--- config.mk ---
export PLATFORM = sky130hd
export DESIGN_NAME = angle_lcd_formatter
export DESIGN_NICKNAME = d
export VERILOG_FILES = /design/src/rtl/angle_lcd_formatter.sv
export SDC_FILE = /design/constraint.sdc
export NUM_CORES = 1
export LEC_CHECK = 0
export CAP_MARGIN = 20
export CORE_MARGIN = 8
export CORE_UTILIZATION = 60
export DETAILED_ROUTE_END_ITERATION = 16
export PLACE_DENSITY_LB_ADDON = 0.3
export SLEW_MARGIN = 20
export SYNTH_ARGS = -nofsm -noshare
export SYNTH_HDL_FRONTEND = slang
export SYNTH_SLANG_ARGS = --single-unit
--- constraint.sdc ---
create_clock -name clk -period 3.73 [get_ports clk]
set_clock_uncertainty 0.1 [all_clocks]
set_input_delay 1.119 -clock clk [delete_from_list [all_inputs] [get_ports clk]]
set_output_delay 1.119 -clock clk [all_outputs]
set_load 0.03 [all_outputs]
--- src/rtl/angle_lcd_formatter.sv ---
// Scales a 12-bit angle sample to whole degrees and converts it to BCD.
// Streams a 5-byte address/digits/degree-symbol frame to an LCD controller, one busy-gated write per byte.
module angle_lcd_formatter #(
  parameter logic [7:0] DDRAM_ADDR  = 8'h00,
  parameter logic [7:0] DEG_CHAR    = 8'hDF,
  parameter int         ACK_TIMEOUT = 64
) (
  input  logic        clk,
  input  logic        reset,
  input  logic [11:0] angle_in,
  input  logic        sample_valid,
  input  logic        disp_busy,
  output logic [7:0]  char_data,
  output logic        char_rs,
  output logic        char_write,
  output logic        frame_busy,
  output logic        sample_dropped
);

  localparam int TW = $clog2(ACK_TIMEOUT) + 1;

  typedef enum logic [2:0] {IDLE, SCALE, BCD, EMIT, WAIT_ACK, WAIT_DONE} state_t;

  state_t        state, state_nx;
  logic [11:0]   sample;
  logic [11:0]   pend_data;
  logic          pend_valid;
  logic [20:0]   dd;        // {hundreds, tens, units, binary} double-dabble register
  logic [3:0]    it_cnt;
  logic [2:0]    idx;
  logic [TW-1:0] to_cnt;
  logic [20:0]   ext, prod;
  logic          to_last, byte_done, last_byte;
  logic [7:0]    cur_byte;
  logic          cur_rs;
  logic [3:0]    hun, ten, uni;

  // deg = (a * 360) >> 12, with 360 = 256 + 64 + 32 + 8
  assign ext  = {9'd0, sample};
  assign prod = (ext << 8) + (ext << 6) + (ext << 5) + (ext << 3);

  assign hun = dd[20:17];
  assign ten = dd[16:13];
  assign uni = dd[12:9];

  assign to_last   = (to_cnt == TW'(ACK_TIMEOUT - 1));
  assign last_byte = (idx == 3'd4);
  assign byte_done = (state == WAIT_DONE && !disp_busy) ||
                     (state == WAIT_ACK && !disp_busy && to_last);
  assign frame_busy = (state != IDLE) || pend_valid;

  function automatic logic [20:0] dab_step(input logic [20:0] v);
    logic [20:0] r;
    r = v;
    for (int i = 0; i < 3; i++)
      if (r[9+4*i +: 4] >= 4'd5) r[9+4*i +: 4] = r[9+4*i +: 4] + 4'd3;
    return r << 1;
  endfunction

  always_ff @(posedge clk or negedge reset) begin
    if (!reset) state <= IDLE;
    else        state <= state_nx;
  end

  always_comb begin
    state_nx = state;
    case (state)
      IDLE:      if (pend_valid || sample_valid) state_nx = SCALE;
      SCALE:     state_nx = BCD;
      BCD:       if (it_cnt == 4'd8) state_nx = EMIT;
      EMIT:      if (!disp_busy) state_nx = WAIT_ACK;
      WAIT_ACK:  if (disp_busy) state_nx = WAIT_DONE;
                 else if (to_last) state_nx = last_byte ? IDLE : EMIT;
      WAIT_DONE: if (!disp_busy) state_nx = last_byte ? IDLE : EMIT;
      default:   state_nx = IDLE;
    endcase
  end

  // Byte selected for the current frame position; leading zeros blank to space.
  always_comb begin
    cur_byte = 8'h80 | DDRAM_ADDR;
    cur_rs   = 1'b1;
    case (idx)
      3'd0:    cur_rs = 1'b0;
      3'd1:    cur_byte = (hun == 4'd0) ? 8'h20 : 8'h30 + {4'd0, hun};
      3'd2:    cur_byte = (hun == 4'd0 && ten == 4'd0) ? 8'h20 : 8'h30 + {4'd0, ten};
      3'd3:    cur_byte = 8'h30 + {4'd0, uni};
      default: cur_byte = DEG_CHAR;
    endcase
  end

  always_ff @(posedge clk or negedge reset) begin
    if (!reset) begin
      sample         <= '0;
      pend_data      <= '0;
      pend_valid     <= 1'b0;
      dd             <= '0;
      it_cnt         <= '0;
      idx            <= '0;
      to_cnt         <= '0;
      char_data      <= 8'h00;
      char_rs        <= 1'b0;
      char_write     <= 1'b0;
      sample_dropped <= 1'b0;
    end else begin
      char_write     <= 1'b0;
      sample_dropped <= 1'b0;

      // Pending slot: consumed in IDLE, refilled by any sample seen outside IDLE.
      if (state == IDLE) begin
        if (pend_valid) begin
          sample     <= pend_data;
          pend_valid <= sample_valid;
          if (sample_valid) pend_data <= angle_in;
        end else if (sample_valid) begin
          sample <= angle_in;
        end
      end else if (sample_valid) begin
        pend_data      <= angle_in;
        pend_valid     <= 1'b1;
        sample_dropped <= pend_valid;
      end

      case (state)
        SCALE: begin
          dd     <= prod >> 12;
          it_cnt <= '0;
          idx    <= '0;
        end
        BCD: begin
          dd     <= dab_step(dd);
          it_cnt <= it_cnt + 4'd1;
        end
        EMIT: if (!disp_busy) begin
          char_write <= 1'b1;
          char_data  <= cur_byte;
          char_rs    <= cur_rs;
          to_cnt     <= '0;
        end
        WAIT_ACK: if (!disp_busy && !to_last) to_cnt <= to_cnt + TW'(1);
        default: ;
      endcase

      if (byte_done && !last_byte) idx <= idx + 3'd1;
    end
  end

endmodule

==> flow_summary.json <==
{
  "die-area_um2": 11200,
  "grt_pass1_vias": 3738,
  "cts.sinks": 74,
  "rows": 32,
  "io_pins": 28,
  "met3_usage": 0.0402,
  "fp.dieW_um": 106,
  "cts_hold_buf": 0,
  "report.final.slew_viol_count": 0,
  "synthCells": 487,
  "max_cap_violations": 0,
  "grt_setup_unrepaired": "no",
  "grt_pass1_wl_um": 17200,
  "synth.area.top_cells": "dfrtp_1 (38%), ha_1 (8.8%), fa_1 (7.5%), inv_1 (3.4%), nor2_1 (3.3%)",
  "path_clk_slew_ns": 0.08,
  "layout_commonest_cell": "dfrtp_1",
  "fin_nets": 585,
  "tritoncts": "built",
  "drt-initial-drc-count": 179,
  "fillers": 609,
  "layout.cells.non_filler": 624,
  "clk_latency_ns": 0.35,
  "worstPathRequired_ns": 3.86,
  "vias_per_cell": 5.87,
  "synth_cell_types": 61,
  "crit_type": "reg -> reg",
  "layout.cells.most_common_list": "dfrtp_1 (74), inv_1 (44), nor2_1 (43)",
  "met2_usage": 0.344,
  "final_area_um2": 5390,
  "clk_path_buf_depth": 2,
  "seq_area_frac_synth": 0.384,
  "area_delta_synth_final_pct": 11.8,
  "ys_ff_latch": 74,
  "diodes": 0,
  "final-seq-area_um2": 1850,
  "setup_violations": 0,
  "synth_area_um2": 4820,
  "htree_num_levels": 3,
  "die_h_um": 106,
  "via_count": 3660,
  "grt_max_degree": 75,
  "grtUsageMet1": 0.206,
  "first_pass_iters": 6,
  "post-route-period-util": 0.873,
  "gp_congestion": 0.844,
  "fin_crit_ns": 3.26,
  "max_freq_ghz": 0.307,
  "crit_fanout": 5,
  "track_usage": 0.186,
  "worst_pin_slew_ns": 0.915,
  "dp_hpwl_um": 7360,
  "post_cts_buffers": 0,
  "slew_headroom": 0.390,
  "synth_edf_count": 0,
  "drc": 0,
  "cp.arrival_ns": 3.38,
  "overflow": 0,
  "cp-start-kind": "register",
  "antenna_found_initial": 0,
  "routed_wl_um": 9910,
  "postSynthAreaPerCell_um2": 9.90,
  "status": "completed",
  "ys_warn_count": 0,
  "min_path_type": "reg -> reg",
  "cts_buffers": 9,
  "design.core.area_um2": 7770,
  "cts-root-buf": "clkbuf_8",
  "async_flop_share": 1.00,
  "post_dp_cell_area_um2": 5200,
  "synth_top_area_frac": 0.384,
  "cts_resized": 0,
  "top_usage_layer": "met2",
  "io_buffers": 27,
  "start_util": 0.621,
  "endpoint_kind": "register",
  "synth_flop_cell": "dfrtp_1",
  "drive_gt1_frac": 0.115,
  "ant_nets": 0,
  "fin_setup_tns_ns": 0,
  "avgRoutedWirePerCell_um": 15.9,
  "yosysTopAreaCell": "dfrtp_1",
  "multi_input_area_um2": 2710,
  "postLayoutSetupSlackWorst_ns": 0.475,
  "post-place-ws_ns": 0.474,
  "dpl.cell_count": 608,
  "synth_nets": 555,
  "hold_violations": 0
}
cell type report:
class,instances,area share
Clock buffer,11,0.0262
Tap cell,102,0.0237
Timing Repair Buffer,35,0.0608
Inverter,47,0.0327
Sequential cell,74,0.343
Multi-Input combinational cell,350,0.503
Clock inverter,5,0.00998
cell usage after synthesis, types with 6 or more instances:
cell type,instances
buf_2,9
nand3_1,9
fa_1,18
nor2_1,43
o21ai_0,29
nand2b_1,6
ha_1,34
nor3_1,6
nand4_1,8
a21o_1,6
xnor2_1,7
nand2_1,41
a22o_1,11
mux2i_1,15
dfrtp_1,74
a21oi_1,27
mux2_2,9
inv_1,44
worst max-delay path, stage by stage, from the launching register on:
cell,delay (ns)
dfrtp_1,0.39
inv_1,0.19
fa_1,0.48
fa_1,0.51
inv_1,0.04
ha_1,0.36
a21o_2,0.24
a31oi_4,0.24
a31oi_1,0.11
or3_1,0.30
nand4_1,0.12
a221oi_2,0.07
final timing paths:
| check | startpoint | end | slack, ns | cells after the start |
|---|---|---|---|---|
| setup / recovery | sample[6]$_DFFE_PN0P_ | dd[5]$_DFFE_PN0P_ | 0.47 | 11 |
| hold / removal | char_rs$_DFFE_PN0P_ | char_rs$_DFFE_PN0P_ | 0.39 | 2 |
| setup reg to reg | sample[6]$_DFFE_PN0P_ | dd[5]$_DFFE_PN0P_ | 0.47 | 11 |
| hold reg to reg | char_rs$_DFFE_PN0P_ | char_rs$_DFFE_PN0P_ | 0.39 | 2 |
| max in group asynchronous | reset | sample[1]$_DFFE_PN0P_ | 2.12 | 1 |
| min in group asynchronous | reset | dd[13]$_DFFE_PN0P_ | 0.80 | 1 |
through the flow:
step | hold slack [ns] | util
after floorplan | 0.351 | -
after global placement | 0.360 | 0.669
after detailed placement | 0.372 | 0.669
after CTS | 0.393 | 0.694
after global routing | 0.411 | 0.694
final | 0.392 | 0.694
layer usage:
layer / up-vias / wire length [um]
met5: - / 0
met3: 18 / 361
met1: 1807 / 4020
met2: 72 / 5350
li1: 1763 / -
met4: 0 / 169
cell families (layout without fill, tap and decap cells):
family | after synthesis | in the layout | synth area share
adders and majority gates | 52 | 52 | 0.163
DFF | 74 | 74 | 0.384
xor gates and xnor gates | 12 | 12 | 0.0218
muxes | 27 | 27 | 0.0591
AOI/OAI and AO/OA | 120 | 120 | 0.175
buffers and inverters | 63 | 98 | 0.0537
and+or+nand+nor | 139 | 139 | 0.144
registers in the layout (all words and copies together), names as in the netlist:
register        flops
pend_data          12
pend_valid          1
idx                 3
to_cnt              7
char_rs             1
it_cnt              4
sample             12
dd                 21
char_data           8
state               3
sample_dropped      1
char_write          1
Power is not shown: default switching activity piles up to over one toggle a cycle in this logic, so the estimate is an artifact.
